[config.mk]
export PLATFORM = sky130hd
export DESIGN_NAME = fifo_uart_tx_flat
export DESIGN_NICKNAME = d
export VERILOG_FILES = /design/src/rtl/fifo_uart_tx_if.sv /design/src/rtl/fifo_uart_tx.sv /design/src/flat_wrapper.sv
export SDC_FILE = /design/constraint.sdc
export NUM_CORES = 1
export LEC_CHECK = 0
export CAP_MARGIN = 5
export CORE_UTILIZATION = 50
export DETAILED_ROUTE_END_ITERATION = 8
export GPL_TIMING_DRIVEN = 1
export PLACE_DENSITY_LB_ADDON = 0.25
export SKIP_LAST_GASP = 1
export SYNTH_ARGS = -nofsm -noshare
export SYNTH_HDL_FRONTEND = slang
export SYNTH_SLANG_ARGS = --single-unit
[constraint.sdc]
create_clock -name clk -period 1.9 [get_ports clk]
set_input_delay 0.19 -clock clk [delete_from_list [all_inputs] [get_ports clk]]
set_output_delay 0.19 -clock clk [all_outputs]
set_load 0.01 [all_outputs]
[src/rtl/fifo_uart_tx_if.sv]
// Signal bundle between the FIFO read port, the UART transmitter and the serial pin.
// master is the transmitter's view; slave is the FIFO/pin side.
interface fifo_uart_tx_if #(
  parameter int WIDTH = 8
);
  logic             enable;
  logic             fifo_empty;
  logic [WIDTH-1:0] fifo_data;
  logic             fifo_rd;
  logic             tx;
  logic             busy;
  logic             frame_done;
  logic [15:0]      frame_count;

  modport master (
    input  enable, fifo_empty, fifo_data,
    output fifo_rd, tx, busy, frame_done, frame_count
  );

  modport slave (
    output enable, fifo_empty, fifo_data,
    input  fifo_rd, tx, busy, frame_done, frame_count
  );
endinterface

[src/rtl/fifo_uart_tx.sv]
// Drains a synchronous FIFO one word at a time and sends each word as a UART frame:
// start bit, WIDTH data bits LSB-first, optional parity bit, one stop bit.
module fifo_uart_tx #(
  parameter int WIDTH        = 8,
  parameter int CLKS_PER_BIT = 16,
  parameter int PARITY_EN    = 0,
  parameter int PARITY_ODD   = 0
) (
  input  logic           clk,
  input  logic           rst,
  fifo_uart_tx_if.master bus
);
  localparam int BW = (CLKS_PER_BIT > 2) ? $clog2(CLKS_PER_BIT) : 1;
  localparam int CW = (WIDTH > 1) ? $clog2(WIDTH) : 1;
  localparam logic [BW-1:0] BAUD_MAX = BW'(CLKS_PER_BIT - 1);
  localparam logic [CW-1:0] BIT_MAX  = CW'(WIDTH - 1);

  typedef enum logic [2:0] {
    IDLE, FETCH, START, DATA, PARITY, STOP
  } state_t;

  state_t           state_reg, state_next;
  logic [BW-1:0]    baud_reg, baud_next;
  logic [CW-1:0]    bit_reg, bit_next;
  logic [WIDTH-1:0] shreg_reg, shreg_next;
  logic             parity_reg, parity_next;
  logic             tx_reg, tx_next;
  logic             done_reg, done_next;
  logic [15:0]      count_reg, count_next;
  logic             bit_end;
  logic             pop;

  assign bit_end = (baud_reg == BAUD_MAX);
  assign pop     = (state_reg == IDLE) && bus.enable && !bus.fifo_empty;

  always_ff @(posedge clk or posedge rst) begin
    if (rst) begin
      state_reg  <= IDLE;
      baud_reg   <= '0;
      bit_reg    <= '0;
      shreg_reg  <= '0;
      parity_reg <= 1'b0;
      tx_reg     <= 1'b1;
      done_reg   <= 1'b0;
      count_reg  <= '0;
    end else begin
      state_reg  <= state_next;
      baud_reg   <= baud_next;
      bit_reg    <= bit_next;
      shreg_reg  <= shreg_next;
      parity_reg <= parity_next;
      tx_reg     <= tx_next;
      done_reg   <= done_next;
      count_reg  <= count_next;
    end
  end

  always_comb begin
    state_next  = state_reg;
    baud_next   = bit_end ? '0 : baud_reg + 1'b1;
    bit_next    = bit_reg;
    shreg_next  = shreg_reg;
    parity_next = parity_reg;
    count_next  = count_reg;
    tx_next     = 1'b1;
    done_next   = 1'b0;

    case (state_reg)
      IDLE: begin
        baud_next = '0;
        if (pop) state_next = FETCH;
      end
      FETCH: begin
        baud_next   = '0;
        shreg_next  = bus.fifo_data;
        parity_next = (^bus.fifo_data) ^ (PARITY_ODD != 0);
        state_next  = START;
      end
      START: begin
        if (bit_end) state_next = DATA;
      end
      DATA: begin
        if (bit_end) begin
          shreg_next = shreg_reg >> 1;
          if (bit_reg == BIT_MAX) state_next = (PARITY_EN != 0) ? PARITY : STOP;
          else                    bit_next   = bit_reg + 1'b1;
        end
      end
      PARITY: begin
        if (bit_end) state_next = STOP;
      end
      STOP: begin
        if (bit_end) begin
          state_next = IDLE;
          count_next = count_reg + 16'd1;
        end
      end
      default: state_next = IDLE;
    endcase

    if (state_next != state_reg) begin
      baud_next = '0;
      bit_next  = '0;
    end

    // tx is computed from the upcoming state so the registered pin lines up with it
    case (state_next)
      START:   tx_next = 1'b0;
      DATA:    tx_next = shreg_next[0];
      PARITY:  tx_next = parity_next;
      default: tx_next = 1'b1;
    endcase

    done_next = (state_next == STOP) && (baud_next == BAUD_MAX);
  end

  assign bus.fifo_rd     = pop;
  assign bus.tx          = tx_reg;
  assign bus.busy        = (state_reg != IDLE);
  assign bus.frame_done  = done_reg;
  assign bus.frame_count = count_reg;
endmodule

[src/flat_wrapper.sv]
// flat-port wrapper written by rule: the top's interface ports become plain ports
module fifo_uart_tx_flat 
#(
  parameter int WIDTH        = 8,
  parameter int CLKS_PER_BIT = 16,
  parameter int PARITY_EN    = 0,
  parameter int PARITY_ODD   = 0
)
  (clk, rst, bus_enable, bus_fifo_empty, bus_fifo_data, bus_fifo_rd, bus_tx, bus_busy, bus_frame_done, bus_frame_count);
  fifo_uart_tx_if #(.WIDTH(WIDTH)) bus_i ();
  input  logic clk;
  input  logic rst;
  input wire logic [$bits(bus_i.enable)-1:0] bus_enable;
  input wire logic [$bits(bus_i.fifo_empty)-1:0] bus_fifo_empty;
  input wire logic [$bits(bus_i.fifo_data)-1:0] bus_fifo_data;
  output wire logic [$bits(bus_i.fifo_rd)-1:0] bus_fifo_rd;
  output wire logic [$bits(bus_i.tx)-1:0] bus_tx;
  output wire logic [$bits(bus_i.busy)-1:0] bus_busy;
  output wire logic [$bits(bus_i.frame_done)-1:0] bus_frame_done;
  output wire logic [$bits(bus_i.frame_count)-1:0] bus_frame_count;
  assign bus_i.enable = bus_enable;
  assign bus_i.fifo_empty = bus_fifo_empty;
  assign bus_i.fifo_data = bus_fifo_data;
  assign bus_fifo_rd = bus_i.fifo_rd;
  assign bus_tx = bus_i.tx;
  assign bus_busy = bus_i.busy;
  assign bus_frame_done = bus_i.frame_done;
  assign bus_frame_count = bus_i.frame_count;
  fifo_uart_tx #(.WIDTH(WIDTH), .CLKS_PER_BIT(CLKS_PER_BIT), .PARITY_EN(PARITY_EN), .PARITY_ODD(PARITY_ODD)) u_core (.clk(clk), .rst(rst), .bus(bus_i));
endmodule
==> run summary <==
Outcome = finished clean
1st-pass router iterations = 4
RSZ-0062 raised after global routing = false
Diodes inserted = 0
Slew @ Worst Pin = 0.467 ns
DP HPWL = 2780 um
Worst path max stage delay = 0.40 ns
CORE AREA = 3440 um^2
Die area = 3970 um^2
Cells after Synth = 174
CTS clk-pin slew, worst paths = 0.07 ns
I/O pin cnt = 32
Core Rows = 21
Reg2Reg Depth = 6
Final hold vios = 0
Peak VDD IR = 0.000476 V
Vias = 1399
Total power = 2.22 mW
Worst Hold Class = in2async
Initial Util = 0.541
Kind of cell adding the most delay to the critical path = simple AND/OR/NAND/NOR gates
GR Util All Layers = 0.208
Clk_skew = 0.00556 ns
Buf/Inv on CP = 1
Hold Buf Count CTS = 0
Yosys cell types = 42
Fin. max-slew vios = 0
Layout cells sized above 1 = 0.120
Via-to-Cell Ratio = 5.32
Register-to-register setup slack = 0.14 ns
Buffers on Ports = 31
Chip Height = 63.0 um
1st-iter DRT viols = 56
First-pass GRT wire length = 6430 um
Synth Register Bits = 37
Highest clock rate = 568 MHz
Total CTS buffers = 5
PwrDens = 944 nW/um^2
Placed Cells = 253
Final instance area = 2350 um^2
Final setup vio count = 0
Initial antenna violation count = 0
DRC Markers = 0
Leakage Power = 1.03 nW
Area growth, synth to finish = 26.4%
TritonCTS clock tree = built
# H-tree levels = 2
Minimum clock period = 1.76 ns
GRT overflow = 0
Vias in the first global route = 1484
Fill count = 283
Critical Path AT = 1.93 ns
Die Span X = 63.0 um
Total number of clock tree sinks = 37
WHS = 0.304 ns
FF-to-FF Start = u_core.baud_reg[0]
Setup crit end kind = register
Setup TNS = 0 ns
Area of the multi-input gates = 896 um^2
Slew headroom = 0.686
CTS max path bufs = 2
Largest net degree at the start of global routing = 38
Clock latency at the later pin of the worst-skew pair = 0.28 ns
# Max-Cap Violations = 0
Slowest cell on the critical path = dfrtp_1
CP Max Fanout = 7
Synth Warn # = 0
Post-DP Area = 2260 um^2
Non-Filler Instances = 263
Routed WL = 3710 um
Routability cong. = 0.814
Routed wire per std cell = 14.1 um
Routed Antenna Nets = 0
Final period util = 0.927
Worst endpoint required time = 2.07 ns
Worst R2R End = u_core.bus.frame_count[14]
Seq. cell area = 927 um^2
Cell Chain, Critical Path = ha_2 > nand4_4 > nor4_4 > buf_4 > nand4_1 > xnor2_1
Max reg flops = 16
Area of the mapped netlist = 1860 um^2
Synthesized Nets = 190
CP startpoint kind = register
Nets = 232
Mapped Avg Cell Area = 10.7 um^2
Crit path kind = reg2reg
CTS Root Cell = clkbuf_8
Sequential area share after synthesis = 0.498
stage by stage:
step,worst slack [ns],utilization
3_5_place_dp,0.0250,0.655
5_1_grt,0.0241,0.684
6_report,0.139,0.684
2_1_floorplan,0.245,-
4_1_cts,0.0299,0.679
3_3_place_gp,0.128,0.655
worst reg2reg max path, cell delays in order (launching register included):
cell and delay, ns:
dfrtp_1 0.40, ha_2 0.28, nand4_4 0.19, nor4_4 0.30
buf_4 0.19, nand4_1 0.13, xnor2_1 0.16
cells in the final DEF (no fill, tap or decap), types with 2 or more instances in the layout:
master,instances
dfrtp_1,36
clkdlybuf4s50_1,30
nand2_1,22
xnor2_1,21
nor2_1,12
buf_4,8
inv_1,6
a22oi_1,6
nand3_1,6
nand4_1,5
clkbuf_8,5
nor2b_1,3
nand2b_1,3
xor2_1,3
and4_1,3
o21ai_0,3
mux2i_1,3
ha_1,3
and3_1,2
nor4_4,2
a31oi_1,2
a311oi_1,2
nor3_1,2
nor3b_1,2
a211oi_1,2
a21oi_1,2
clkinv_2,2
Yosys cell counts:
master | number | share of area
nor2_2 | 1 | 0.0034
o21ai_0 | 3 | 0.0081
a211oi_1 | 2 | 0.0081
nor4_1 | 1 | 0.0034
xnor2_1 | 21 | 0.099
nand3b_1 | 1 | 0.0040
o21ai_1 | 1 | 0.0027
mux2_1 | 1 | 0.0060
or2_2 | 1 | 0.0034
a22oi_1 | 6 | 0.024
nor2_1 | 12 | 0.024
nand2b_1 | 3 | 0.010
ha_1 | 4 | 0.027
nand4_4 | 1 | 0.011
nor3b_1 | 2 | 0.0081
nand3_1 | 6 | 0.016
and2_1 | 1 | 0.0034
nor4_4 | 2 | 0.023
dfrtp_1 | 36 | 0.48
a21oi_1 | 2 | 0.0054
nor3b_2 | 1 | 0.0067
nor2b_1 | 3 | 0.010
nand4_1 | 5 | 0.017
a21o_1 | 1 | 0.0040
nand4b_1 | 1 | 0.0047
dfstp_2 | 1 | 0.014
nand2_1 | 22 | 0.044
a311oi_1 | 2 | 0.0094
buf_2 | 4 | 0.011
and4_1 | 3 | 0.014
and3_1 | 2 | 0.0067
nor3_2 | 1 | 0.0054
nor3_1 | 2 | 0.0054
a22o_1 | 1 | 0.0047
or3_4 | 1 | 0.0060
xor2_1 | 3 | 0.014
a21boi_0 | 1 | 0.0040
inv_1 | 6 | 0.012
o21a_1 | 1 | 0.0040
a31oi_1 | 2 | 0.0067
mux2_2 | 1 | 0.0060
mux2i_1 | 3 | 0.016
per-layer routing:
metal / wire length, um / GRT usage / part of all wire
met5: 0 / 0 / 0
met4: 59 / 0.0872 / 0.016
met3: 102 / 0.0529 / 0.027
met2: 1880 / 0.358 / 0.51
met1: 1670 / 0.243 / 0.45
report_power, final:
| group | switching (mW) | leakage (nW) | total, mW | internal (mW) |
|---|---|---|---|---|
| Clock | 0.260 | 0.0450 | 0.514 | 0.254 |
| Combinational | 0.287 | 0.513 | 0.589 | 0.302 |
| Sequential | 0.150 | 0.475 | 1.12 | 0.970 |
| Total | 0.697 | 1.03 | 2.22 | 1.53 |
worst max-delay path by stage:
stage,start,endpoint,depth (start not counted),slack (ns)
detailed placement,u_core.baud_reg[0],u_core.bus.frame_count[14],5,0.02
global route,u_core.baud_reg[0],u_core.bus.frame_count[14],6,0.02
floorplan,u_core.baud_reg[0],u_core.bus.frame_count[10],5,0.24
finish,u_core.baud_reg[0],u_core.bus.frame_count[14],6,0.14
CTS,u_core.baud_reg[0],u_core.bus.frame_count[15],5,0.03
global placement,u_core.baud_reg[0],u_core.bus.frame_count[14],5,0.13
logic make-up after synthesis:
group,synth area share
simple gates,0.230
mux,0.0282
flops,0.498
compound gates,0.0813
fa+ha+maj,0.0269
buf+inv,0.0228
xor+xnor,0.113
timing repair:
action,4_1_cts,5_1_grt
resized for setup,1,1
setup buffers,0,2
endpoints found under the setup margin,2,10
pin swaps,1,2
area by class of cell:
class,count,area share
repair buffers,39,0.157
clock buffers,6,0.0308
clock inverters,2,0.00425
well taps,46,0.0244
flip-flops and latches,37,0.394
multi-input cells,127,0.380
inverters,6,0.00956
(Power assumes the default switching activity.)
